--- src/rtl/fixed4_pkg.sv ---
// Shared types and widths for the fixed4 PE column controller.
package fixed4_pkg;

  typedef enum logic [2:0] {
    IDLE,
    LOAD_W,
    STREAM,
    DRAIN,
    DONE
  } state_t;

  localparam int ACT_W = 8;
  localparam int WGT_W = 4;

  function automatic int psum_w(input int col_width);
    return 2 * col_width;
  endfunction

endpackage

--- src/rtl/fixed4_skew_line.sv ---
// DEPTH-cycle activation delay for one PE row; DEPTH=0 degenerates to a wire.
module fixed4_skew_line
  import fixed4_pkg::*;
#(
  parameter int DEPTH = 1
) (
  input  logic             clk,
  input  logic             clr_n,
  input  logic [ACT_W-1:0] din,
  output logic [ACT_W-1:0] dout
);

  generate
    if (DEPTH == 0) begin : g_wire
      logic unused_ok;
      assign unused_ok = &{1'b0, clk, clr_n};
      assign dout      = din;
    end else begin : g_sr
      logic [DEPTH-1:0][ACT_W-1:0] sr_q, sr_d;

      always_comb begin
        sr_d[0] = din;
        for (int i = 1; i < DEPTH; i++) sr_d[i] = sr_q[i-1];
      end

      always_ff @(posedge clk) begin
        if (!clr_n) sr_q <= '0;
        else        sr_q <= sr_d;
      end

      assign dout = sr_q[DEPTH-1];
    end
  endgenerate

endmodule

--- src/rtl/fixed4_col_ctrl.sv ---
// Sequencer for a weight-stationary column of ROWS fixed4 PEs: weight load,
// skewed activation streaming and result tagging from the last row.
module fixed4_col_ctrl
  import fixed4_pkg::*;
#(
  parameter int ROWS      = 4,
  parameter int COL_WIDTH = 11,
  parameter int LEN_W     = 8,
  localparam int PSUM_W   = psum_w(COL_WIDTH)
) (
  input  logic                    clk,
  input  logic                    rst_n,
  input  logic                    start,
  input  logic                    cfg_s_in,
  input  logic                    cfg_s_weight,
  input  logic [LEN_W-1:0]        cfg_len,
  output logic                    busy,
  output logic                    done,
  input  logic                    w_valid,
  input  logic [WGT_W-1:0]        w_data,
  output logic                    w_ready,
  input  logic                    act_valid,
  input  logic [ROWS*ACT_W-1:0]   act_data,
  output logic                    act_ready,
  output logic                    res_valid,
  output logic [PSUM_W-1:0]       res_data,
  output logic                    res_last,
  output logic [ROWS*ACT_W-1:0]   pe_in,
  output logic [ROWS*WGT_W-1:0]   pe_weight,
  output logic                    pe_s_in,
  output logic                    pe_s_weight,
  output logic [PSUM_W-1:0]       pe_psum_in0,
  input  logic [PSUM_W-1:0]       pe_psum_last
);

  localparam int CNT_W = (ROWS > 1) ? $clog2(ROWS) : 1;

  state_t                        state_q, state_d;
  logic [CNT_W-1:0]              w_cnt_q, w_cnt_d;
  logic [LEN_W-1:0]              act_cnt_q, act_cnt_d;
  logic [LEN_W-1:0]              len_q, len_d;
  logic                          s_in_q, s_in_d, s_w_q, s_w_d;
  logic [ROWS-1:0][WGT_W-1:0]    weight_q, weight_d;
  logic [ROWS-1:0]               vld_pipe_q, vld_pipe_d;
  logic [ROWS-1:0]               last_pipe_q, last_pipe_d;

  logic                          w_fire, act_fire, act_is_last, skew_clr_n;
  logic [ROWS-1:0][ACT_W-1:0]    skew_in, skew_out;

  assign w_ready     = (state_q == LOAD_W);
  assign act_ready   = (state_q == STREAM);
  assign busy        = (state_q != IDLE);
  assign done        = (state_q == DONE);
  assign w_fire      = w_valid & w_ready;
  assign act_fire    = act_valid & act_ready;
  assign act_is_last = (act_cnt_q == len_q - 1'b1);

  always_comb begin
    state_d     = state_q;
    w_cnt_d     = w_cnt_q;
    act_cnt_d   = act_cnt_q;
    len_d       = len_q;
    s_in_d      = s_in_q;
    s_w_d       = s_w_q;
    weight_d    = weight_q;

    // Tags ride alongside the data so the result lands exactly ROWS cycles later.
    vld_pipe_d[0]  = act_fire;
    last_pipe_d[0] = act_fire & act_is_last;
    for (int r = 1; r < ROWS; r++) begin
      vld_pipe_d[r]  = vld_pipe_q[r-1];
      last_pipe_d[r] = last_pipe_q[r-1];
    end

    case (state_q)
      IDLE: begin
        if (start) begin
          if (cfg_len != '0) begin
            s_in_d    = cfg_s_in;
            s_w_d     = cfg_s_weight;
            len_d     = cfg_len;
            w_cnt_d   = '0;
            act_cnt_d = '0;
            state_d   = LOAD_W;
          end else begin
            state_d   = DONE;
          end
        end
      end
      LOAD_W: begin
        if (w_fire) begin
          for (int r = 0; r < ROWS; r++)
            if (w_cnt_q == CNT_W'(r)) weight_d[r] = w_data;
          if (w_cnt_q == CNT_W'(ROWS - 1)) begin
            w_cnt_d = '0;
            state_d = STREAM;
          end else begin
            w_cnt_d = w_cnt_q + 1'b1;
          end
        end
      end
      STREAM: begin
        if (act_fire) begin
          act_cnt_d = act_cnt_q + 1'b1;
          if (act_is_last) state_d = DRAIN;
        end
      end
      DRAIN: begin
        // Leave on the cycle the final result is presented.
        if (vld_pipe_d == '0) state_d = DONE;
      end
      DONE:    state_d = IDLE;
      default: state_d = IDLE;
    endcase
  end

  always_ff @(posedge clk) begin
    if (!rst_n) begin
      state_q     <= IDLE;
      w_cnt_q     <= '0;
      act_cnt_q   <= '0;
      len_q       <= '0;
      s_in_q      <= 1'b0;
      s_w_q       <= 1'b0;
      weight_q    <= '0;
      vld_pipe_q  <= '0;
      last_pipe_q <= '0;
    end else begin
      state_q     <= state_d;
      w_cnt_q     <= w_cnt_d;
      act_cnt_q   <= act_cnt_d;
      len_q       <= len_d;
      s_in_q      <= s_in_d;
      s_w_q       <= s_w_d;
      weight_q    <= weight_d;
      vld_pipe_q  <= vld_pipe_d;
      last_pipe_q <= last_pipe_d;
    end
  end

  assign skew_clr_n = rst_n & ((state_q == STREAM) | (state_q == DRAIN));

  generate
    for (genvar r = 0; r < ROWS; r++) begin : g_row
      assign skew_in[r] = act_fire ? act_data[r*ACT_W +: ACT_W] : '0;

      fixed4_skew_line #(.DEPTH(r)) u_skew (
        .clk   (clk),
        .clr_n (skew_clr_n),
        .din   (skew_in[r]),
        .dout  (skew_out[r])
      );

      assign pe_in[r*ACT_W +: ACT_W] = skew_out[r];
    end
  endgenerate

  assign pe_weight   = weight_q;
  assign pe_s_in     = s_in_q;
  assign pe_s_weight = s_w_q;
  assign pe_psum_in0 = '0;
  assign res_valid   = vld_pipe_q[ROWS-1];
  assign res_last    = last_pipe_q[ROWS-1];
  assign res_data    = res_valid ? pe_psum_last : '0;

endmodule

--- config.mk ---
export PLATFORM = sky130hd
export DESIGN_NAME = fixed4_col_ctrl
export DESIGN_NICKNAME = d
export VERILOG_FILES = /design/src/rtl/fixed4_pkg.sv /design/src/rtl/fixed4_skew_line.sv /design/src/rtl/fixed4_col_ctrl.sv
export SDC_FILE = /design/constraint.sdc
export NUM_CORES = 1
export LEC_CHECK = 0
export CORE_MARGIN = 5
export CORE_UTILIZATION = 44
export CTS_BUF_LIST = sky130_fd_sc_hd__clkbuf_4 sky130_fd_sc_hd__clkbuf_8 sky130_fd_sc_hd__clkbuf_16
export DETAILED_ROUTE_END_ITERATION = 6
export PLACE_DENSITY = 0.85
export SYNTH_ARGS = -nofsm -noshare
export SYNTH_HDL_FRONTEND = slang
export SYNTH_SLANG_ARGS = --single-unit
--- constraint.sdc ---
create_clock -name clk -period 4.9 [get_ports clk]
set_clock_uncertainty 0.2 [all_clocks]
set_input_delay 1.225 -clock clk [delete_from_list [all_inputs] [get_ports clk]]
set_output_delay 1.225 -clock clk [all_outputs]
set_load 0.1 [all_outputs]
==> flow_summary.yaml <==
clock_tree:
  cts_resized: 0
  numCtsBuffers: 9
  cts_tree: "yes"
  cts.clk_slew.worst_paths_ps: 100
  cts_num_sinks: 95
  clk_latency_ps: 360
  cts_buffer_depth: 2
  htree_levels: 3
  cts_setup_buffers: 0
  cts-root-buf: "clkbuf_8"
  ctsHoldBuffers: 0
job:
  cap_viol_max_count: 0
critical_path:
  crit_fanout: 10
  end_kind: "primary output"
  cp.required_ps: 3470
  r2r-end: "last_pipe_q[0]$_SDFF_PN0_"
  worst-r2r-cell-count: 6
  arrival_ps: 2380
  worstSetupPathType: "register to primary output"
  critPathLaunchType: "register"
  startpoint: "state_q[2]$_SDFFE_PN0P_"
  r2r_slack_ps: 2240
  r2r_start: "state_q[1]$_SDFFE_PN0P_"
drt:
  drt-initial-drc-count: 136
  totalWireLength_um: 9250
  wl_met1_um: 3270
  vias: 3223
  vias_per_cell: 4.85
  drt_pass1_iterations: 4
  highest_layer: "met4"
  wl_per_cell_um: 13.9
  route.met3.wl_um: 1040
  wl_met2_um: 4770
  ant_nets: 0
  drc_errors: 0
synth:
  synth_area_leaders: "dfxtp_1 (50%), and2_1 (13%), buf_4 (4.4%)"
  syn_area_per_cell_um2: 9.19
  synth_edf_count: 0
  synth_top_area_share_pct: 50.5
  async_reset_ff_share_pct: 0
  synth_seq_area_share_pct: 50.5
  netlist.top_cell.by_area: "dfxtp_1"
  synth_seq_cells: 95
  syn_area_um2: 3770
  yosysMostFrequentCell: "dfxtp_1"
  ys.flop_type: "dfxtp_1"
  yosysWarnings: 0
  synthDistinctLibCells: 39
  synth_common_cells: "dfxtp_1 (95), and2_1 (78), a21oi_1 (32), nand2_1 (26), nor2_1 (24)"
  netlist_instances: 410
global_routing:
  grt_pass1_vias: 3165
  grt_max_degree: 36
  overflow: 0
  grt_pass1_wl_um: 14500
  antenna_found_initial: 0
  grt_util_all_layers_pct: 17.2
timing:
  clock.fmax_ghz: 0.263
  timing.final.crit_share_pct: 77.7
  slew_headroom_pct: 28.7
  setup-tns-final_ps: 0
  setup_viol_count_final: 0
  hold_viol_final: 0
  worst_pin_slew_ps: 1060
  maxSlewViolCount: 0
  rsz0062_at_grt: "false"
  fin_crit_ps: 3810
die:
  core-area_um2: 8260
  dieArea_um2: 10500
  die_w_um: 103
  die_y_um: 103
  rows: 33
  start_util_pct: 45.6
  ios: 173
hold_path:
  holdPathEnd: "g_row[2].u_skew.dout[2]$_SDFF_PN0_"
  hold_depth: 1
  worstHoldStart: "g_row[2].u_skew.g_sr.sr_d[10]$_SDFF_PN0_"
  hold_class: "register to register"
power_and_ir_drop:
  ir_drop_uv: 160
  power.density_nw_per_um2: 288
  leakage_nw: 2.17
  fin_total_pwr_w: 0.00155
placed_design:
  dpl.hpwl_um: 7190
  routabilityCongestion: 0.843
  portBuffers: 150
layout:
  fill_cells: 646
  area_delta_synth_final_pct: 43.1
  multiInputGateArea_um2: 1680
  drive_gt1_share_pct: 9.84
  nNetsFinal: 633
  diodes: 0
  final-seq-area_um2: 1900
outcome:
  status: "completed"
==> per-layer routing <==
layer	up-vias	track usage (%)
met2	161	32.0
met3	18	4.19
met1	1450	18.7
li1	1594	-
met4	0	6.76
met5	-	0
==> cell families after synthesis <==
logic type / Yosys count / share of synthesized area, %
XOR/XNOR: 13 / 3.02
AO/OA/AOI/OAI: 51 / 7.91
buffers and inverters: 51 / 7.38
flip-flops: 95 / 50.5
AND/OR/NAND/NOR: 184 / 26.7
adder cells (fa/ha/maj): 6 / 1.99
other: 1 / 0.0996
multiplexers: 9 / 2.43
==> state kept, by name, summed over array words and instances (netlist names) <==
| signal | cells |
|---|---|
| state_q | 3 |
| act_cnt_q | 8 |
| vld_pipe_q | 4 |
| w_cnt_q | 2 |
| g_row.u_skew.g_sr.sr_d | 24 |
| pe_s_in | 1 |
| pe_weight | 16 |
| pe_s_weight | 1 |
| g_row.u_skew.dout | 24 |
| len_q | 8 |
| last_pipe_q | 4 |
==> per-stage QoR <==
step                util, %  instances  instance area, µm²  hold WS [ps]  worst slack, ps
floorplan                 -        431                3840           206              522
global placement       62.8        648                5190           208             1220
detailed placement     62.8        648                5190           211             1150
CTS                    65.3        664                5390           228             1060
global route           65.3        664                5390           238              985
finish                 65.3        664                5390           224             1090
==> final cells by class <==
| cell class | instances | share of cell area, % |
|---|---|---|
| multi-input combinational | 285 | 31.1 |
| clock inverter | 6 | 1.16 |
| inverter | 11 | 0.766 |
| sequential | 95 | 35.3 |
| timing repair buffer | 152 | 26.7 |
| clock buffer | 10 | 2.55 |
| tap | 105 | 2.44 |
==> critical path: stages, from the launching register on <==
cell	delay, ps
dfxtp_1	420
nand2b_1	200
nor2_1	220
clkdlybuf4s50_1	1190
==> placed cells by master, fill, tap and decap left out, types with 5 or more instances in the layout <==
cell type | Yosys | routed
inv_1 | 10 | 10
clkdlybuf4s50_1 | 0 | 119
xnor2_1 | 8 | 8
and3_1 | 12 | 12
o21ai_0 | 7 | 7
ha_1 | 6 | 6
clkbuf_8 | 0 | 10
mux2i_1 | 8 | 8
nor2_1 | 24 | 24
and2_1 | 78 | 78
dfxtp_1 | 95 | 95
buf_4 | 22 | 33
a21oi_1 | 32 | 32
xor2_1 | 5 | 5
conb_1 | 1 | 22
nand3_1 | 22 | 22
nand2_1 | 26 | 26
==> power breakdown <==
group	total, W	internal, W	switching [W]	leakage [nW]
registers	0.000792	0.000781	0.0000104	0.767
clock network	0.000502	0.000211	0.000291	0.0957
logic	0.000259	0.0000904	0.000169	1.31
==> worst max-delay path by stage <==
stage / slack [ps] / end / cells after the start
2_1_floorplan: 520 / pe_in[0] / 6
3_3_place_gp: 1220 / pe_in[4] / 3
3_5_place_dp: 1150 / pe_in[5] / 3
4_1_cts: 1060 / w_ready / 3
5_1_grt: 980 / w_ready / 3
6_report: 1090 / w_ready / 3
No activity file was read; power rests on OpenSTA's default activity.
